File: src/rtl/uart_dl_pkg.sv
// Shared constants, FSM state encoding and the CRC-16/MODBUS byte update
// used by the serial download packet engine.
package uart_dl_pkg;
  localparam int FRAME_LEN = 35;
  localparam int SEQ_OFS   = 0;
  localparam int PAY_OFS   = 1;
  localparam int PAY_LEN   = 32;
  localparam int CRC_OFS   = 33;
  localparam int WORDS     = 8;

  localparam logic [7:0]  ACK_CODE   = 8'h06;
  localparam logic [7:0]  NAK_CODE   = 8'h15;
  localparam logic [15:0] CRC_INIT   = 16'hFFFF;
  localparam logic [15:0] CRC_POLY_R = 16'hA001;  // 0x8005 bit-reversed

  typedef enum logic [2:0] {
    ST_IDLE,
    ST_RECV,
    ST_CHECK,
    ST_WRITE,
    ST_RESP
  } state_e;

  function automatic logic [15:0] crc16_byte(input logic [15:0] crc_in,
                                             input logic [7:0]  b);
    logic [15:0] c;
    c = crc_in ^ {8'h00, b};
    for (int i = 0; i < 8; i++)
      c = c[0] ? ((c >> 1) ^ CRC_POLY_R) : (c >> 1);
    return c;
  endfunction
endpackage

File: src/rtl/uart_dl_pkt_if.sv
// Byte-stream, response and instruction-memory write handshakes of the
// download packet engine, bundled so the engine sees them as one port.
interface uart_dl_pkt_if;
  logic [7:0]  rx_data_i;
  logic        rx_valid_i;
  logic [7:0]  tx_data_o;
  logic        tx_valid_o;
  logic        tx_ready_i;
  logic        mem_req_o;
  logic [31:0] mem_addr_o;
  logic [31:0] mem_wdata_o;
  logic        mem_gnt_i;

  modport slave (
    input  rx_data_i, rx_valid_i, tx_ready_i, mem_gnt_i,
    output tx_data_o, tx_valid_o, mem_req_o, mem_addr_o, mem_wdata_o
  );

  modport master (
    output rx_data_i, rx_valid_i, tx_ready_i, mem_gnt_i,
    input  tx_data_o, tx_valid_o, mem_req_o, mem_addr_o, mem_wdata_o
  );
endinterface

File: src/rtl/crc16_modbus.sv
// Single-cycle CRC-16/MODBUS update of a running CRC by one byte.
module crc16_modbus
  import uart_dl_pkg::*;
(
  input  logic [15:0] crc_i,
  input  logic [7:0]  data_i,
  output logic [15:0] crc_o
);
  assign crc_o = crc16_byte(crc_i, data_i);
endmodule

File: src/rtl/uart_dl_pkt.sv
// Serial download packet engine: frames 35-byte packets from the UART byte
// stream, validates seq/CRC, writes the payload to imem and answers ACK/NAK.
module uart_dl_pkt
  import uart_dl_pkg::*;
#(
  parameter logic [31:0] BASE_ADDR   = 32'h0000_0000,
  parameter int          TIMEOUT_CYC = 20000,
  parameter logic [7:0]  ACK_BYTE    = ACK_CODE,
  parameter logic [7:0]  NAK_BYTE    = NAK_CODE
) (
  input  logic          clk_i,
  input  logic          rst_ni,
  input  logic          en_i,
  uart_dl_pkt_if.slave  bus,
  output logic          busy_o,
  output logic [15:0]   pkt_cnt_o,
  output logic          err_o
);
  localparam int TW = $clog2(TIMEOUT_CYC + 1);

  state_e                 state_q, state_d;
  logic [5:0]             idx_q;
  logic [7:0]             seq_q, exp_seq_q;
  logic [15:0]            crc_q, crc_in, crc_nxt;
  logic [TW-1:0]          tmo_q;
  logic [2:0]             widx_q;
  logic [WORDS-1:0][31:0] buf_q;
  logic [4:0]             pl_idx;
  logic                   tx_valid_q, mem_req_q, busy_q, err_q;
  logic [7:0]             tx_data_q;
  logic [31:0]            mem_addr_q, mem_wdata_q;
  logic [15:0]            pkt_cnt_q;

  logic last_byte, tmo_exp, crc_ok, seq_new, seq_dup, go_write;
  logic wr_fire, last_word, tx_fire, overrun;

  // Running CRC also covers the two trailing CRC bytes, so a clean frame leaves a zero residue.
  assign crc_in = (state_q == ST_IDLE) ? CRC_INIT : crc_q;
  crc16_modbus u_crc (.crc_i(crc_in), .data_i(bus.rx_data_i), .crc_o(crc_nxt));

  assign pl_idx    = 5'(idx_q - 6'd1);
  assign last_byte = (idx_q == 6'(FRAME_LEN - 1));
  assign tmo_exp   = (tmo_q == TW'(TIMEOUT_CYC - 1));
  assign crc_ok    = (crc_q == 16'h0000);
  assign seq_new   = (seq_q == exp_seq_q);
  assign seq_dup   = (seq_q == 8'(exp_seq_q - 8'd1));
  assign go_write  = crc_ok && seq_new;
  assign wr_fire   = mem_req_q && bus.mem_gnt_i;
  assign last_word = (widx_q == 3'(WORDS - 1));
  assign tx_fire   = tx_valid_q && bus.tx_ready_i;
  assign overrun   = bus.rx_valid_i &&
                     (state_q inside {ST_CHECK, ST_WRITE, ST_RESP});

  always_ff @(posedge clk_i or negedge rst_ni) begin
    if (!rst_ni) state_q <= ST_IDLE;
    else         state_q <= state_d;
  end

  always_comb begin
    state_d = state_q;
    unique case (state_q)
      ST_IDLE:  if (bus.rx_valid_i) state_d = ST_RECV;
      ST_RECV: begin
        if (bus.rx_valid_i && last_byte) state_d = ST_CHECK;
        else if (!bus.rx_valid_i && tmo_exp) state_d = ST_IDLE;
      end
      ST_CHECK: state_d = go_write ? ST_WRITE : ST_RESP;
      ST_WRITE: if (wr_fire && last_word) state_d = ST_RESP;
      ST_RESP:  if (tx_fire) state_d = ST_IDLE;
      default:  state_d = ST_IDLE;
    endcase
    if (!en_i) state_d = ST_IDLE;
  end

  always_ff @(posedge clk_i or negedge rst_ni) begin
    if (!rst_ni) begin
      idx_q       <= '0;
      seq_q       <= '0;
      exp_seq_q   <= '0;
      crc_q       <= CRC_INIT;
      tmo_q       <= '0;
      widx_q      <= '0;
      tx_valid_q  <= 1'b0;
      tx_data_q   <= '0;
      mem_req_q   <= 1'b0;
      mem_addr_q  <= '0;
      mem_wdata_q <= '0;
      busy_q      <= 1'b0;
      pkt_cnt_q   <= '0;
      err_q       <= 1'b0;
    end else begin
      busy_q <= en_i;
      if (!en_i) begin
        idx_q      <= '0;
        exp_seq_q  <= '0;
        tmo_q      <= '0;
        widx_q     <= '0;
        tx_valid_q <= 1'b0;
        tx_data_q  <= '0;
        pkt_cnt_q  <= '0;
        err_q      <= 1'b0;
        // A request already on the bus must see its grant before it is dropped.
        if (!mem_req_q || bus.mem_gnt_i) begin
          mem_req_q   <= 1'b0;
          mem_addr_q  <= '0;
          mem_wdata_q <= '0;
        end
      end else begin
        if (wr_fire) mem_req_q <= 1'b0;
        case (state_q)
          ST_IDLE: if (bus.rx_valid_i) begin
            seq_q <= bus.rx_data_i;
            idx_q <= 6'd1;
            crc_q <= crc_nxt;
            tmo_q <= '0;
          end
          ST_RECV: begin
            if (bus.rx_valid_i) begin
              idx_q <= idx_q + 6'd1;
              crc_q <= crc_nxt;
              tmo_q <= '0;
            end else if (tmo_exp) begin
              err_q <= 1'b1;
            end else begin
              tmo_q <= tmo_q + TW'(1);
            end
          end
          ST_CHECK: begin
            if (go_write) begin
              mem_req_q   <= 1'b1;
              mem_addr_q  <= BASE_ADDR + {19'd0, seq_q, 5'd0};
              mem_wdata_q <= buf_q[0];
              widx_q      <= '0;
            end else begin
              tx_valid_q <= 1'b1;
              tx_data_q  <= (crc_ok && seq_dup) ? ACK_BYTE : NAK_BYTE;
              if (!(crc_ok && seq_dup)) err_q <= 1'b1;
            end
          end
          ST_WRITE: if (wr_fire) begin
            if (last_word) begin
              exp_seq_q  <= exp_seq_q + 8'd1;
              if (pkt_cnt_q != 16'hFFFF) pkt_cnt_q <= pkt_cnt_q + 16'd1;
              tx_valid_q <= 1'b1;
              tx_data_q  <= ACK_BYTE;
            end else begin
              mem_req_q   <= 1'b1;
              widx_q      <= widx_q + 3'd1;
              mem_addr_q  <= mem_addr_q + 32'd4;
              mem_wdata_q <= buf_q[widx_q + 3'd1];
            end
          end
          ST_RESP: if (tx_fire) tx_valid_q <= 1'b0;
          default: ;
        endcase
        if (overrun) err_q <= 1'b1;
      end
    end
  end

  // Payload store needs no reset: every word is rewritten before it can be sent.
  always_ff @(posedge clk_i) begin
    if (en_i && state_q == ST_RECV && bus.rx_valid_i && idx_q < 6'(CRC_OFS))
      buf_q[pl_idx[4:2]][{pl_idx[1:0], 3'b000} +: 8] <= bus.rx_data_i;
  end

  assign bus.tx_valid_o  = tx_valid_q;
  assign bus.tx_data_o   = tx_data_q;
  assign bus.mem_req_o   = mem_req_q;
  assign bus.mem_addr_o  = mem_addr_q;
  assign bus.mem_wdata_o = mem_wdata_q;
  assign busy_o          = busy_q;
  assign pkt_cnt_o       = pkt_cnt_q;
  assign err_o           = err_q;
endmodule

File: src/flat_wrapper.sv
// flat-port wrapper written by rule: the top's interface ports become plain ports
module uart_dl_pkt_flat import uart_dl_pkg::*;
#(
  parameter logic [31:0] BASE_ADDR   = 32'h0000_0000,
  parameter int          TIMEOUT_CYC = 20000,
  parameter logic [7:0]  ACK_BYTE    = ACK_CODE,
  parameter logic [7:0]  NAK_BYTE    = NAK_CODE
)
  (clk_i, rst_ni, en_i, busy_o, pkt_cnt_o, err_o, bus_rx_data_i, bus_rx_valid_i, bus_tx_ready_i, bus_mem_gnt_i, bus_tx_data_o, bus_tx_valid_o, bus_mem_req_o, bus_mem_addr_o, bus_mem_wdata_o);
  uart_dl_pkt_if bus_i ();
  input  logic clk_i;
  input  logic rst_ni;
  input  logic en_i;
  output logic busy_o;
  output logic [15:0] pkt_cnt_o;
  output logic err_o;
  input wire logic [$bits(bus_i.rx_data_i)-1:0] bus_rx_data_i;
  input wire logic [$bits(bus_i.rx_valid_i)-1:0] bus_rx_valid_i;
  input wire logic [$bits(bus_i.tx_ready_i)-1:0] bus_tx_ready_i;
  input wire logic [$bits(bus_i.mem_gnt_i)-1:0] bus_mem_gnt_i;
  output wire logic [$bits(bus_i.tx_data_o)-1:0] bus_tx_data_o;
  output wire logic [$bits(bus_i.tx_valid_o)-1:0] bus_tx_valid_o;
  output wire logic [$bits(bus_i.mem_req_o)-1:0] bus_mem_req_o;
  output wire logic [$bits(bus_i.mem_addr_o)-1:0] bus_mem_addr_o;
  output wire logic [$bits(bus_i.mem_wdata_o)-1:0] bus_mem_wdata_o;
  assign bus_i.rx_data_i = bus_rx_data_i;
  assign bus_i.rx_valid_i = bus_rx_valid_i;
  assign bus_i.tx_ready_i = bus_tx_ready_i;
  assign bus_i.mem_gnt_i = bus_mem_gnt_i;
  assign bus_tx_data_o = bus_i.tx_data_o;
  assign bus_tx_valid_o = bus_i.tx_valid_o;
  assign bus_mem_req_o = bus_i.mem_req_o;
  assign bus_mem_addr_o = bus_i.mem_addr_o;
  assign bus_mem_wdata_o = bus_i.mem_wdata_o;
  uart_dl_pkt #(.BASE_ADDR(BASE_ADDR), .TIMEOUT_CYC(TIMEOUT_CYC), .ACK_BYTE(ACK_BYTE), .NAK_BYTE(NAK_BYTE)) u_core (.clk_i(clk_i), .rst_ni(rst_ni), .en_i(en_i), .bus(bus_i), .busy_o(busy_o), .pkt_cnt_o(pkt_cnt_o), .err_o(err_o));
endmodule
File: config.mk
export PLATFORM = sky130hd
export DESIGN_NAME = uart_dl_pkt_flat
export DESIGN_NICKNAME = d
export VERILOG_FILES = /design/src/rtl/uart_dl_pkg.sv /design/src/rtl/uart_dl_pkt_if.sv /design/src/rtl/crc16_modbus.sv /design/src/rtl/uart_dl_pkt.sv /design/src/flat_wrapper.sv
export SDC_FILE = /design/constraint.sdc
export NUM_CORES = 1
export LEC_CHECK = 0
export CAP_MARGIN = 20
export CORE_ASPECT_RATIO = 2
export CORE_MARGIN = 2
export CORE_UTILIZATION = 60
export CTS_CLUSTER_SIZE = 12
export DETAILED_ROUTE_END_ITERATION = 16
export PLACE_DENSITY_LB_ADDON = 0.05
export SYNTH_ARGS = -nofsm -noshare
export SYNTH_HDL_FRONTEND = slang
export SYNTH_SLANG_ARGS = --single-unit
File: constraint.sdc
create_clock -name clk_i -period 3 [get_ports clk_i]
set_clock_uncertainty 0.15 [all_clocks]
set_input_delay 0.6 -clock clk_i [delete_from_list [all_inputs] [get_ports clk_i]]
set_output_delay 0.6 -clock clk_i [all_outputs]
set_load 0.05 [all_outputs]
==> summary.txt, run 1 <==
Clocking
  • Worst-skew pair later-pin latency: approximately 0.54 ns
  • Resized Gates After CTS: 0
  • H-tree Lvls: 2
  • Clk slew on worst S/H paths: roughly 0.060 ns
  • Postcts setup bufs: 0
  • CTS Buf Count: 39
  • Buffer depth of the longest clock path: 3
  • Root buffer cell: clkbuf_16
  • Clock sink count: 400
  • CTS tree: yes

Die
  • IO Pins: 106
  • Num rows: 89
  • Die area: roughly 31000 um^2
  • Die Y-Extent: approximately 250 um
  • Core area: a little under 30000 um^2
  • Width of the die: between 100 and 150 um
  • Initial core utilization: 0.608

Global route
  • Total track usage: 0.277
  • Vias in the first global route: approximately 12000
  • First-pass GRT wire length: between 60 and 70 mm
  • Met1 Track Usage GR: 0.304
  • Gr busiest metal: met2
  • Initial antenna violation count: 0
  • Largest net degree at the start of global routing: 66
  • Global routing usage on met2: 0.517
  • M3 GR Usage: 0.0314
  • Grt ovf: 0

Worst hold path
  • Hold Path Class: reg -> reg
  • Hold path startpoint: u_core.bus.mem_wdata_o[24]$_DFFE_PN0P_

Logic synthesis
  • Largest family of logic cells by synthesized area: simple AND/OR/NAND/NOR gates
  • Most instantiated cells after synthesis: 256 x edfxtp_1, 129 x nor2_1, 128 x dfrtp_1
  • Gate count of the mapped netlist: between 1000 and 1500
  • Synth Register Bits: 400
  • Netlist area before placement: between 15000 and 20000 um^2
  • Ranking of synthesized cells by area: edfxtp_1 43%, dfrtp_1 18%, mux4_2 8.0%
  • Most common cell in the netlist: edfxtp_1
  • Simple-Gate Fraction of Synth Area: 0.122
  • Post-synth EDFFs: around 260
  • Distinct cells, synth: 67
  • Mux cell area share after synthesis: 0.105
  • Yosys warns: 0
  • Synth Area in Compound Gates: 0.0712
  • Top FF cell, synth: edfxtp_1
  • Post-synthesis adder-cell area fraction: 0.00907
  • Seq/Total Area, Yosys: 0.631
  • Post-synth ARST share: 0.360
  • Leading area contributor after synthesis: edfxtp_1
  • Share of the synthesized area in the top cell type: 0.429
  • Avg Inst Size Synth: between 10 and 15 um^2
  • Synth Area in XOR/XNOR: 0.0359

Worst setup path
  • Crit-path max cell delay: about 0.48 ns
  • Slowest CP cell: or3_4
  • Crit path launch: u_core.crc_q[6]$_DFFE_PN1P_
  • Crit Path Max Fanout: 43
  • Crit start category: register
  • CP Data Required Time: 3.29 ns
  • Worst flop-to-flop path startpoint: u_core.crc_q[6]$_DFFE_PN1P_
  • Critical Path End Type: register
  • Crit path cell chain: nor4_1 -> nand4_1 -> or3_4 -> a31oi_4 -> nand2_4 -> buf_12 -> o21ai_0
  • CP arrival: about 3.0 ns
  • Crit path kind: reg -> reg

Final layout
  • Fillcell total: ~2000
  • # diodes: 0
  • Synthesis-to-finish area growth: 16.8%
  • Non-Filler Instances: about 1900
  • Layout cell share with drive strength beyond 1: 0.155
  • Fin nets: between 1500 and 2000
  • Non-Filler Cell Area, Final: ~21000 um^2

Routing
  • Vias/cell: 5.99
  • Final antenna-violating net count: 0
  • # DRC: 0
  • Drt first pass iters: 5
  • 1st-iter DRT viols: between 600 and 700
  • Post-Route WL: roughly 42 mm
  • Vias post-DR: 11400
  • Routed len/inst: around 22 um

Timing
  • Fmax: 365 MHz
  • Hold Slack: around 0.33 ns
  • Final setup violation count: 0
  • Fin crit period: between 2 and 3 ns
  • Final worst setup slack: approximately 0.26 ns
  • Max Slew Vio Count: 0
  • Slew @ Worst Pin: between 0.8 and 0.9 ns
  • Post-Route Setup TNS: 0 ns
  • Unrepaired setup endpoints after global routing: no
  • Hold Vio Cnt, Final: 0
  • Slew HR: 0.440
  • Final period utilization: 0.914

Power and ir drop
  • Worst VDD drop: 0.450 mV
  • Leak: around 0.0076 uW
  • Pwr Density: ~570 nW/um^2

Placement
  • Dpl ws: ~0.14 ns
  • Dpl hpwl: around 30 mm
  • Placed instance count: around 1800
  • PortBufs: 99
  • Placed cell areas: slightly below 20000 um^2
  • Routability cong.: between 0.8 and 0.9

Run status
  • Run status: finished, final reports clean

Run
  • Max Cap Viol: 0
through the flow:
step,util,power (uW)
2_1_floorplan,-,7200
3_3_place_gp,0.672,7640
3_5_place_dp,0.672,7650
4_1_cts,0.710,12100
5_1_grt,0.710,12400
6_report,0.710,12000
power by group:
group / switching, uW / internal (uW)
registers: 211 / 6100
clock network: 1990 / 2460
logic: 740 / 494
total: 2940 / 9050
cell type report:
type	count	area, um^2	area share
tap	364	455	0.0218
timing repair buffer	189	1800	0.0857
clock inverter	2	12.5	0.000598
inverter	20	75.1	0.00359
multi-input combinational	869	6200	0.296
clock buffer	66	1090	0.0519
sequential	400	11300	0.540
flip-flops by register name, indices dropped and copies added, names as in the netlist, 6 cells and up:
signal / flops
u_core.buf_q: 256
u_core.exp_seq_q: 8
u_core.seq_q: 8
u_core.tmo_q: 15
u_core.bus.mem_wdata_o: 32
u_core.bus.mem_addr_o: 30
u_core.pkt_cnt_o: 16
u_core.crc_q: 16
u_core.idx_q: 6
logic make-up after synthesis:
family                     count (synthesis)
AOI/OAI and AO/OA                        227
xor gates and xnor gates                  72
adders and majority gates                 13
buffers and inverters                    100
DFF                                      400
muxes                                    107
other                                      1
and+or+nand+nor                          444
path summary, 6_finish.rpt:
kind	endpoint	slack [ns]	depth (start not counted)
max	u_core.bus.mem_wdata_o[28]$_DFFE_PN0P_	0.26	7
min	u_core.bus.mem_wdata_o[24]$_DFFE_PN0P_	0.33	2
max reg2reg	u_core.bus.mem_wdata_o[28]$_DFFE_PN0P_	0.26	7
min reg2reg	u_core.bus.mem_wdata_o[24]$_DFFE_PN0P_	0.33	2
max in group asynchronous	u_core.crc_q[10]$_DFFE_PN1P_	1.49	3
min in group asynchronous	u_core.bus.mem_wdata_o[10]$_DFFE_PN0P_	0.47	2
critical path: cells and delay by family, from the launching register on:
kind	cells	cell delay (ns)
compound gates	2	0.42
buf+inv	1	0.29
flops	1	0.39
simple gates	4	1.38
layer usage:
metal	vias to the layer above	share of wire	wire (um)
met4	0	0.057	2430
li1	5294	-	-
met1	5705	0.35	14900
met5	-	0	0
met3	116	0.036	1540
met2	325	0.55	23600
what timing repair did:
action / CTS / global route
hold buffers: 1 / 0
endpoints found under the setup margin: 0 / 0
hold endpoints to repair: 47 / 0
layout by cell type, fill, tap and decap left out, types with 56 or more instances in the layout:
cell | netlist | routed
mux4_2 | 64 | 64
dfrtp_1 | 128 | 127
edfxtp_1 | 256 | 256
o21ai_0 | 115 | 115
clkdlybuf4s50_1 | 0 | 98
a21oi_1 | 57 | 57
buf_4 | 10 | 79
and2_1 | 63 | 62
nor2_1 | 129 | 129
nand2_1 | 113 | 113
xnor2_1 | 56 | 56
No activity file was read; power rests on OpenSTA's default activity.
==> inputs of run 2 (changes only) <==
--- a/config.mk
+++ b/config.mk
@@ -6,12 +6,11 @@
 export NUM_CORES = 1
 export LEC_CHECK = 0
 export CAP_MARGIN = 20
-export CORE_ASPECT_RATIO = 2
 export CORE_MARGIN = 2
 export CORE_UTILIZATION = 60
 export CTS_CLUSTER_SIZE = 12
 export DETAILED_ROUTE_END_ITERATION = 16
-export PLACE_DENSITY_LB_ADDON = 0.05
+export PLACE_DENSITY = 0.76
 export SYNTH_ARGS = -nofsm -noshare
 export SYNTH_HDL_FRONTEND = slang
 export SYNTH_SLANG_ARGS = --single-unit
==> run 2 against run 1 <==
Net effect: combinational power barely moved; cell area rose by 0.63%; via count rose by 2.2%; hold slack improved by 0.0028 ns; fmax rose by 0.93%; first-iteration DRC count rose by 70%; setup slack improved by 0.025 ns; final cell count rose by 1.3%; sequential power barely moved; largest power group unchanged.
==> summary.txt, run 2 (synthesized netlist as in run 1, its figures left out) <==
Run status
  • Run status: finished, final reports clean

Timing
  • Slew @ Worst Pin: 0.967 ns (+0.133 ns)
  • Fmax: 368 MHz (+0.93%)
  • Final period utilization: 0.906 (-0.00844)
  • Fin crit period: 2.72 ns (-0.0253 ns)
  • Post-Route Setup TNS: 0 ns (unchanged)
  • Hold Slack: 0.328 ns (+0.00280 ns)
  • Unrepaired setup endpoints after global routing: no
  • Max Slew Vio Count: 0 (unchanged)
  • Slew HR: 0.350 (-0.0891)
  • Hold Vio Cnt, Final: 0 (unchanged)
  • Final setup violation count: 0 (unchanged)

Routing
  • Vias/cell: 6.04 (+0.85%)
  • Final antenna-violating net count: 0 (unchanged)
  • Drt first pass iters: 6 (+1)
  • Routed len/inst: 20.8 um (-6.2%)
  • 1st-iter DRT viols: 1125 (+70%)
  • # DRC: 0 (unchanged)
  • Vias post-DR: 11700 (+2.2%)
  • Post-Route WL: 40.3 mm (-5.0%)

Die
  • Initial core utilization: 0.607 (-0.00103)
  • Die area: 31300 um^2 (-0.27%)
  • Die Y-Extent: 177 um (-29%)
  • Width of the die: 177 um (+40%)
  • IO Pins: 106 (unchanged)
  • Core area: 29600 um^2 (+0.17%)
  • Num rows: 63 (-29%)

Final layout
  • Max reg flops: 256 (unchanged)
  • Commonest non-fill, non-tap cell in the layout: edfxtp_1
  • Synthesis-to-finish area growth: 17.5%
  • Layout cell share with drive strength beyond 1: 0.156 (+0.00139)
  • Most frequent cells in the layout: 256 x edfxtp_1, 129 x nor2_1, 127 x dfrtp_1
  • # diodes: 0 (unchanged)
  • Fin nets: 1538 (-0.52%)

Placement
  • Routability cong.: 0.834 (-1.7%)
  • Dpl hpwl: 25.8 mm (-13%)
  • PortBufs: 99 (unchanged)

Clocking
  • Clock sink count: 400 (unchanged)
  • CTS Buf Count: 42 (+7.7%)
  • H-tree Lvls: 2 (unchanged)
  • Worst-skew pair later-pin latency: 0.54 ns (about the same)
  • Clk slew on worst S/H paths: 0.06 ns (about the same)
  • CTS tree: yes
  • Buffer depth of the longest clock path: 3 (unchanged)
  • Postcts setup bufs: 0 (unchanged)
  • CTS Hold Bufs: 1 (unchanged)
  • Root buffer cell: clkbuf_16
  • Resized Gates After CTS: 0 (unchanged)

Power and ir drop
  • Clock power share: 0.397 (+0.026)
  • Pwr Density: 592 nW/um^2 (+3.5%)
  • Leak: 0.00761 uW (+0.63%)
  • Switching pwr: 2990 uW (+1.7%)
  • Seq pwr share: 0.504 (-0.022)
  • Power share of the combinational group: 0.099 (-0.004)
  • Sw Ratio: 0.239 (-0.00577)
  • Design internal power: 9500 uW (+4.9%)
  • Worst VDD drop: 0.477 mV (+5.9%)

Worst setup path
  • Worst flop-to-flop path startpoint: u_core.idx_q[1]$_DFFE_PN0P_
  • Crit Path Max Fanout: 8 (-81%)
  • R2r setup slk: 0.28 ns (+0.03 ns)
  • Crit path kind: reg -> reg
  • Critical Path End Type: register
  • Reg2reg end: u_core.buf_q[59]$_DFFE_PP_
  • Crit start category: register
  • Reg2Reg Depth: 9 (+2)
  • CP Data Required Time: 3.09 ns (-0.20 ns)
  • CP arrival: 2.80 ns (-0.23 ns)

Worst hold path
  • Hold path depth: 2 (unchanged)
  • WHS Endpoint: u_core.bus.mem_wdata_o[19]$_DFFE_PN0P_
  • Hold path startpoint: u_core.bus.mem_wdata_o[19]$_DFFE_PN0P_
  • Hold Path Class: reg -> reg

Global route
  • Total track usage: 0.267 (-0.0108)
  • Grt ovf: 0 (unchanged)
  • Initial antenna violation count: 0 (unchanged)
  • Vias in the first global route: 11600 (-3.0%)
  • Largest net degree at the start of global routing: 68 (+3.0%)
  • First-pass GRT wire length: 64.0 mm (-4.2%)

Run
  • Max Cap Viol: 0 (unchanged)
run 2: cell count changes in the layout (fill, tap and decap cells not counted), sizes merged:
cell      delta
buf         -11
clkbuf       +5
clkinv       +4
clkinvlp     +2
inv          -1
run 2: worst max path at each step:
| stage | start | to |
|---|---|---|
| after floorplan | u_core.bus.mem_addr_o[2]$_DFFE_PN0P_ | u_core.bus.mem_addr_o[26]$_DFFE_PN0P_ |
| after global placement | en_i | u_core.bus.mem_addr_o[26]$_DFFE_PN0P_ |
| after detailed placement | en_i | u_core.bus.mem_addr_o[26]$_DFFE_PN0P_ |
| after CTS | u_core.idx_q[1]$_DFFE_PN0P_ | u_core.buf_q[63]$_DFFE_PP_ |
| after global routing | u_core.idx_q[1]$_DFFE_PN0P_ | u_core.buf_q[57]$_DFFE_PP_ |
| final | u_core.idx_q[1]$_DFFE_PN0P_ | u_core.buf_q[59]$_DFFE_PP_ |
run 2: cell type report:
class	instances	area, um^2
Clock buffer	71	1280
Clock inverter	7	36.3
Fill cell	2018	8490
Inverter	20	75.1
Multi-Input combinational cell	869	6200
Sequential cell	400	11300
Tap cell	390	488
Timing Repair Buffer	178	1680
run 2: critical path, stage by stage, from the launching register on:
cell	delay [ns]
dfrtp_1	0.44
inv_1	0.18
ha_1	0.30
nor2b_1	0.34
nand2_1	0.11
a21oi_1	0.16
buf_4	0.14
nand2_1	0.18
nor2_1	0.20
buf_4	0.21
run 2: layer usage:
layer / up-vias / wire length [um] / part of all wire / global-route usage
met3: 67 / 2390 / 0.059 / 0.0359
met1: 5903 / 16800 / 0.42 / 0.372
met4: 0 / 872 / 0.022 / 0.0751
li1: 5305 / - / - / -
met2: 413 / 20200 / 0.50 / 0.446
met5: - / 0 / 0 / 0
run 2: per-stage QoR:
step | instance area [um^2] | power [uW] | worst slack (ns) | utilization | std cells
after floorplan | 17900 | 7200 | 0.296 | - | 1369
after detailed placement | 19700 | 7610 | 0.108 | 0.668 | 1856
final | 21100 | 12500 | 0.283 | 0.713 | 1935
after global routing | 21100 | 12900 | 0.0911 | 0.713 | 1935
after CTS | 21100 | 12600 | 0.314 | 0.713 | 1935
after global placement | 19700 | 7570 | 0.185 | 0.668 | 1856
run 2: power groups by stage:
stage	Combinational, uW	Sequential [uW]	Clock [uW]
4_1_cts	1240	6280	5030
5_1_grt	1340	6310	5260
2_1_floorplan	694	6510	0
3_3_place_gp	1180	6390	0
3_5_place_dp	1220	6390	0
6_report	1230	6290	4960
